**src/rtl/codeword_shift_reg.sv**
```systemverilog
// rtl/codeword_shift_reg.sv - parallel-load codeword register with counted serial shift-out
module codeword_shift_reg #(
    parameter int WIDTH  = 7,
    parameter bit ROTATE = 1'b0
) (
    input  logic                         CLK,
    input  logic                         CLR,
    input  logic                         EN,
    input  logic                         L,
    input  logic [WIDTH-1:0]             D,
    input  logic                         SH,
    input  logic                         DIR,
    input  logic                         SIN,
    output logic [WIDTH-1:0]             Q,
    output logic [WIDTH-1:0]             Q_bar,
    output logic                         SOUT,
    output logic                         BUSY,
    output logic                         DONE,
    output logic [$clog2(WIDTH+1)-1:0]   CNT
);

    localparam int CW = $clog2(WIDTH + 1);
    localparam logic [CW-1:0] CNT_LAST = CW'(WIDTH - 1);

    typedef enum logic [1:0] {
        S_IDLE,
        S_SHIFT,
        S_FIN
    } state_t;

    state_t          state;
    state_t          state_next;
    logic [WIDTH-1:0] q;
    logic [CW-1:0]   cnt;
    logic            dir_l;
    logic            dir_sel;
    logic            sout;
    logic            fill;
    logic [WIDTH-1:0] q_shifted;

    always_ff @(posedge CLK or posedge CLR) begin
        if (CLR) begin
            state <= S_IDLE;
        end else begin
            state <= state_next;
        end
    end

    always_comb begin
        state_next = state;
        BUSY       = 1'b0;
        DONE       = 1'b0;
        case (state)
            S_IDLE: begin
                if (EN && !L && SH) begin
                    state_next = S_SHIFT;
                end
            end
            S_SHIFT: begin
                BUSY = 1'b1;
                if (EN && (cnt == CNT_LAST)) begin
                    state_next = S_FIN;
                end
            end
            S_FIN: begin
                DONE = 1'b1;
                if (EN) begin
                    state_next = S_IDLE;
                end
            end
            default: state_next = S_IDLE;
        endcase
    end

    // Idle previews the live DIR input; once shifting, the latched direction rules.
    assign dir_sel   = (state == S_IDLE) ? DIR : dir_l;
    assign sout      = dir_sel ? q[0] : q[WIDTH-1];
    assign fill      = ROTATE ? sout : SIN;
    assign q_shifted = dir_l ? {fill, q[WIDTH-1:1]} : {q[WIDTH-2:0], fill};

    always_ff @(posedge CLK or posedge CLR) begin
        if (CLR) begin
            q     <= '0;
            cnt   <= '0;
            dir_l <= 1'b0;
        end else if (EN) begin
            case (state)
                S_IDLE: begin
                    if (L) begin
                        q <= D;
                    end else if (SH) begin
                        cnt   <= '0;
                        dir_l <= DIR;
                    end
                end
                S_SHIFT: begin
                    q   <= q_shifted;
                    cnt <= cnt + 1'b1;
                end
                default: ;
            endcase
        end
    end

    assign Q     = q;
    assign Q_bar = ~q;
    assign SOUT  = sout;
    assign CNT   = cnt;

endmodule

```
**config.mk**
```make
export PLATFORM = sky130hd
export DESIGN_NAME = codeword_shift_reg
export DESIGN_NICKNAME = d
export VERILOG_FILES = /design/src/rtl/codeword_shift_reg.sv
export SDC_FILE = /design/constraint.sdc
export NUM_CORES = 1
export LEC_CHECK = 0
export ABC_AREA = 1
export CORE_MARGIN = 1
export CORE_UTILIZATION = 42
export DETAILED_ROUTE_END_ITERATION = 7
export PLACE_DENSITY_LB_ADDON = 0.12
export SETUP_SLACK_MARGIN = 0.5
export SLEW_MARGIN = 20
export SYNTH_ARGS = -nofsm -noshare
export SYNTH_HDL_FRONTEND = slang
export SYNTH_SLANG_ARGS = --single-unit
```
**constraint.sdc**
```tcl
create_clock -name CLK -period 1.4 [get_ports CLK]
set_clock_uncertainty 0.15 [all_clocks]
set_input_delay 0.21 -clock CLK [delete_from_list [all_inputs] [get_ports CLK]]
set_output_delay 0.21 -clock CLK [all_outputs]
set_load 0.03 [all_outputs]
```
==> out/results.txt <==
RSZ-0062 raised after global routing -> yes
Netlist area before placement -> 870.8 sq um
Initial core utilization -> 44.39%
Place WS -> -86.45 ps
Area Overhead vs Synth -> 75.86%
Failing checks -> setup timing
Fin crit share -> 118.7%
DR vias/cell -> 4.568
Top achievable clock speed -> 601.8 MHz
DRC -> 0
Worst vdd ir -> 1536 uV
N_diodes -> 0
Layout cell share with drive strength beyond 1 -> 42.49%
Worst slew pin tran -> 281.2 ps
Worst setup EP type -> output pin
Core Box Area -> 1962 sq um
Final instance count without filler cells -> 220
Placer Congestion -> 0.7617
Register area share after synthesis -> 37.36%
Worst R2R End -> Q[1]
Rel. slew slack -> 81.06%
Distinct cells, synth -> 18
Count leader, synth -> nand2_1
GRT overflow -> 0
Number of global-route vias before repair -> 917
Worst-skew pair later-pin latency -> 280 ps
Total global-route track usage -> 23.32%
Maximum buffer depth of the clock tree -> 2
Endpoints failing setup -> 3
Layout Nets -> 210
Yosys top cell area share -> 37.36%
Reg clk slew, reported paths -> 90 ps
Final hold vios -> 0
Num ports -> 34
Vert. Die Dim -> 47.54 microns
CP Class -> reg -> out
Status -> complete, but fails checks
Synth cell count leaders -> nand2_1, inv_1, dfrtp_1, nor2_1, o21ai_0
Avg Inst Size Synth -> 6.310 sq um
Largest area contributor in the netlist -> dfrtp_1
Drt initial violations -> 11
Top area cells in the synthesized netlist -> dfrtp_1, nand2_1, inv_1
Clk sinks -> 13
H-tree depth -> 1
Vias -> 1,005
Setup WS post-layout -> -261.7 ps
Worst r2r src -> state[1]
#FFs+latches synth -> 13
Fill cells -> 162
Overall Power -> 3702 uW
Startpoint Class -> flop
Antenna violations before repair -> 0
CTS Buf Count -> 3
Final count of pins violating max slew -> 0
Port Buffers -> 33
Hold_buf cts -> 0
PD cells -> 2417 nW/um^2
Placed cell count -> 204
Total wire length -> 2.441 mm
Tmin final -> 1662 ps
Asr flop ratio synth -> 100.0%
Max-cap violations -> 0
R2r setup slk -> 60 ps
Routed length per placed instance -> 11.10 microns
Syn nets -> 154
Crit path max fanout -> 4
CTS tree -> yes
Detailed Place HPWL -> 1.634 mm
Worst hold-check path type -> in -> async
Leak -> 0.0008222 uW
Global-route wire length before repair -> 3.650 mm
CP required -> 1040 ps
Yosys warnings -> 0
Root buffer cell -> clkbuf_4
First-pass iteration count of the detailed router -> 4
Post-route ant nets -> 0
Die Width -> 47.54 microns
Full die area -> 2260 sq um
Row cnt -> 16
Cells after synthesis -> 138
Arr. time, crit path -> 1300 ps
Largest net degree at the start of global routing -> 14
R2R depth -> 7
Top_reg_cell synth -> dfrtp_1
Number of flops mapped to enable cells by yosys -> 0
[report_power, final]
group | leakage (uW) | internal [uW] | switching (uW)
clock | 0.0000150 | 110 | 136
combinational | 0.000654 | 1170 | 1490
sequential | 0.000153 | 564 | 230
[sequential cells by signal (all words and copies together), names as in the netlist]
name	cells
dir_l	1
CNT	3
state	2
Q	7
[what timing repair did]
action	in CTS	in global routing
setup buffers	10	2
resized for setup	24	8
cloned	0	0
endpoints found under the hold margin	0	0
setup endpoints to repair	33	33
pin swaps	3	8
[worst max path at each step]
stage / slack (ps) / start / endpoint
2_1_floorplan: 110 / dir_l / SOUT
3_3_place_gp: -60 / DIR / SOUT
3_5_place_dp: -90 / DIR / SOUT
4_1_cts: -230 / state[0] / SOUT
5_1_grt: -330 / state[1] / SOUT
6_report: -260 / state[1] / SOUT
[per-layer routing]
| metal | share of wire [%] | track usage, % | up-vias |
|---|---|---|---|
| li1 | - | - | 518 |
| met1 | 45 | 28.50 | 462 |
| met2 | 51 | 40.55 | 21 |
| met3 | 2.0 | 2.264 | 4 |
| met4 | 1.3 | 12.22 | 0 |
| met5 | 0 | 0 | - |
[through the flow]
step	setup TNS (ps)	hold slack, ps	area, sq um	util [%]
3_5_place_dp	-734.8	375.0	1287	65.63
4_1_cts	-578.0	86.21	1486	75.77
2_1_floorplan	0	-63.65	929.6	-
6_report	-589.9	77.94	1531	78.06
3_3_place_gp	-492.5	368.0	1287	65.63
5_1_grt	-765.7	111.3	1531	78.06
[cell type report]
| cell class | count | area [sq um] | area share [%] |
|---|---|---|---|
| Multi-Input combinational cell | 101 | 524.3 | 34.23 |
| Tap cell | 27 | 33.78 | 2.206 |
| Clock buffer | 4 | 26.28 | 1.716 |
| Inverter | 22 | 112.6 | 7.353 |
| Sequential cell | 13 | 336.6 | 21.98 |
| Timing Repair Buffer | 53 | 498.0 | 32.52 |
[logic make-up after synthesis]
group / share of synthesized area (%)
DFF: 37.36
adders and majority gates: 2.873
AOI/OAI and AO/OA: 6.178
buffers and inverters: 11.78
and+or+nand+nor: 41.81
[worst max-delay path: stages, from the launching register on]
cell and delay [ps]:
dfrtp_1 430, nor2_4 180, nand2_2 80, o21ai_2 60, nand2_2 80, nand2_4 70
buf_6 120
[layout by cell type, fill, tap and decap left out]
| cell | count |
|---|---|
| nand2_8 | 1 |
| nand4_1 | 1 |
| buf_4 | 22 |
| a21oi_2 | 1 |
| buf_6 | 18 |
| nor2_1 | 3 |
| clkbuf_1 | 1 |
| dfrtp_2 | 9 |
| o21ai_1 | 3 |
| ha_2 | 1 |
| clkbuf_4 | 3 |
| o211ai_1 | 1 |
| nand3_1 | 1 |
| clkdlybuf4s50_1 | 13 |
| dfrtp_1 | 4 |
| nand2_1 | 75 |
| nand2_4 | 3 |
| inv_8 | 1 |
| ha_4 | 1 |
| inv_1 | 8 |
| nand2_2 | 4 |
| o21ai_0 | 1 |
| a21oi_4 | 1 |
| inv_4 | 9 |
| o21ai_2 | 1 |
| inv_2 | 4 |
| nand3_4 | 1 |
| nor2_4 | 2 |
No activity file was read; power rests on OpenSTA's default activity.
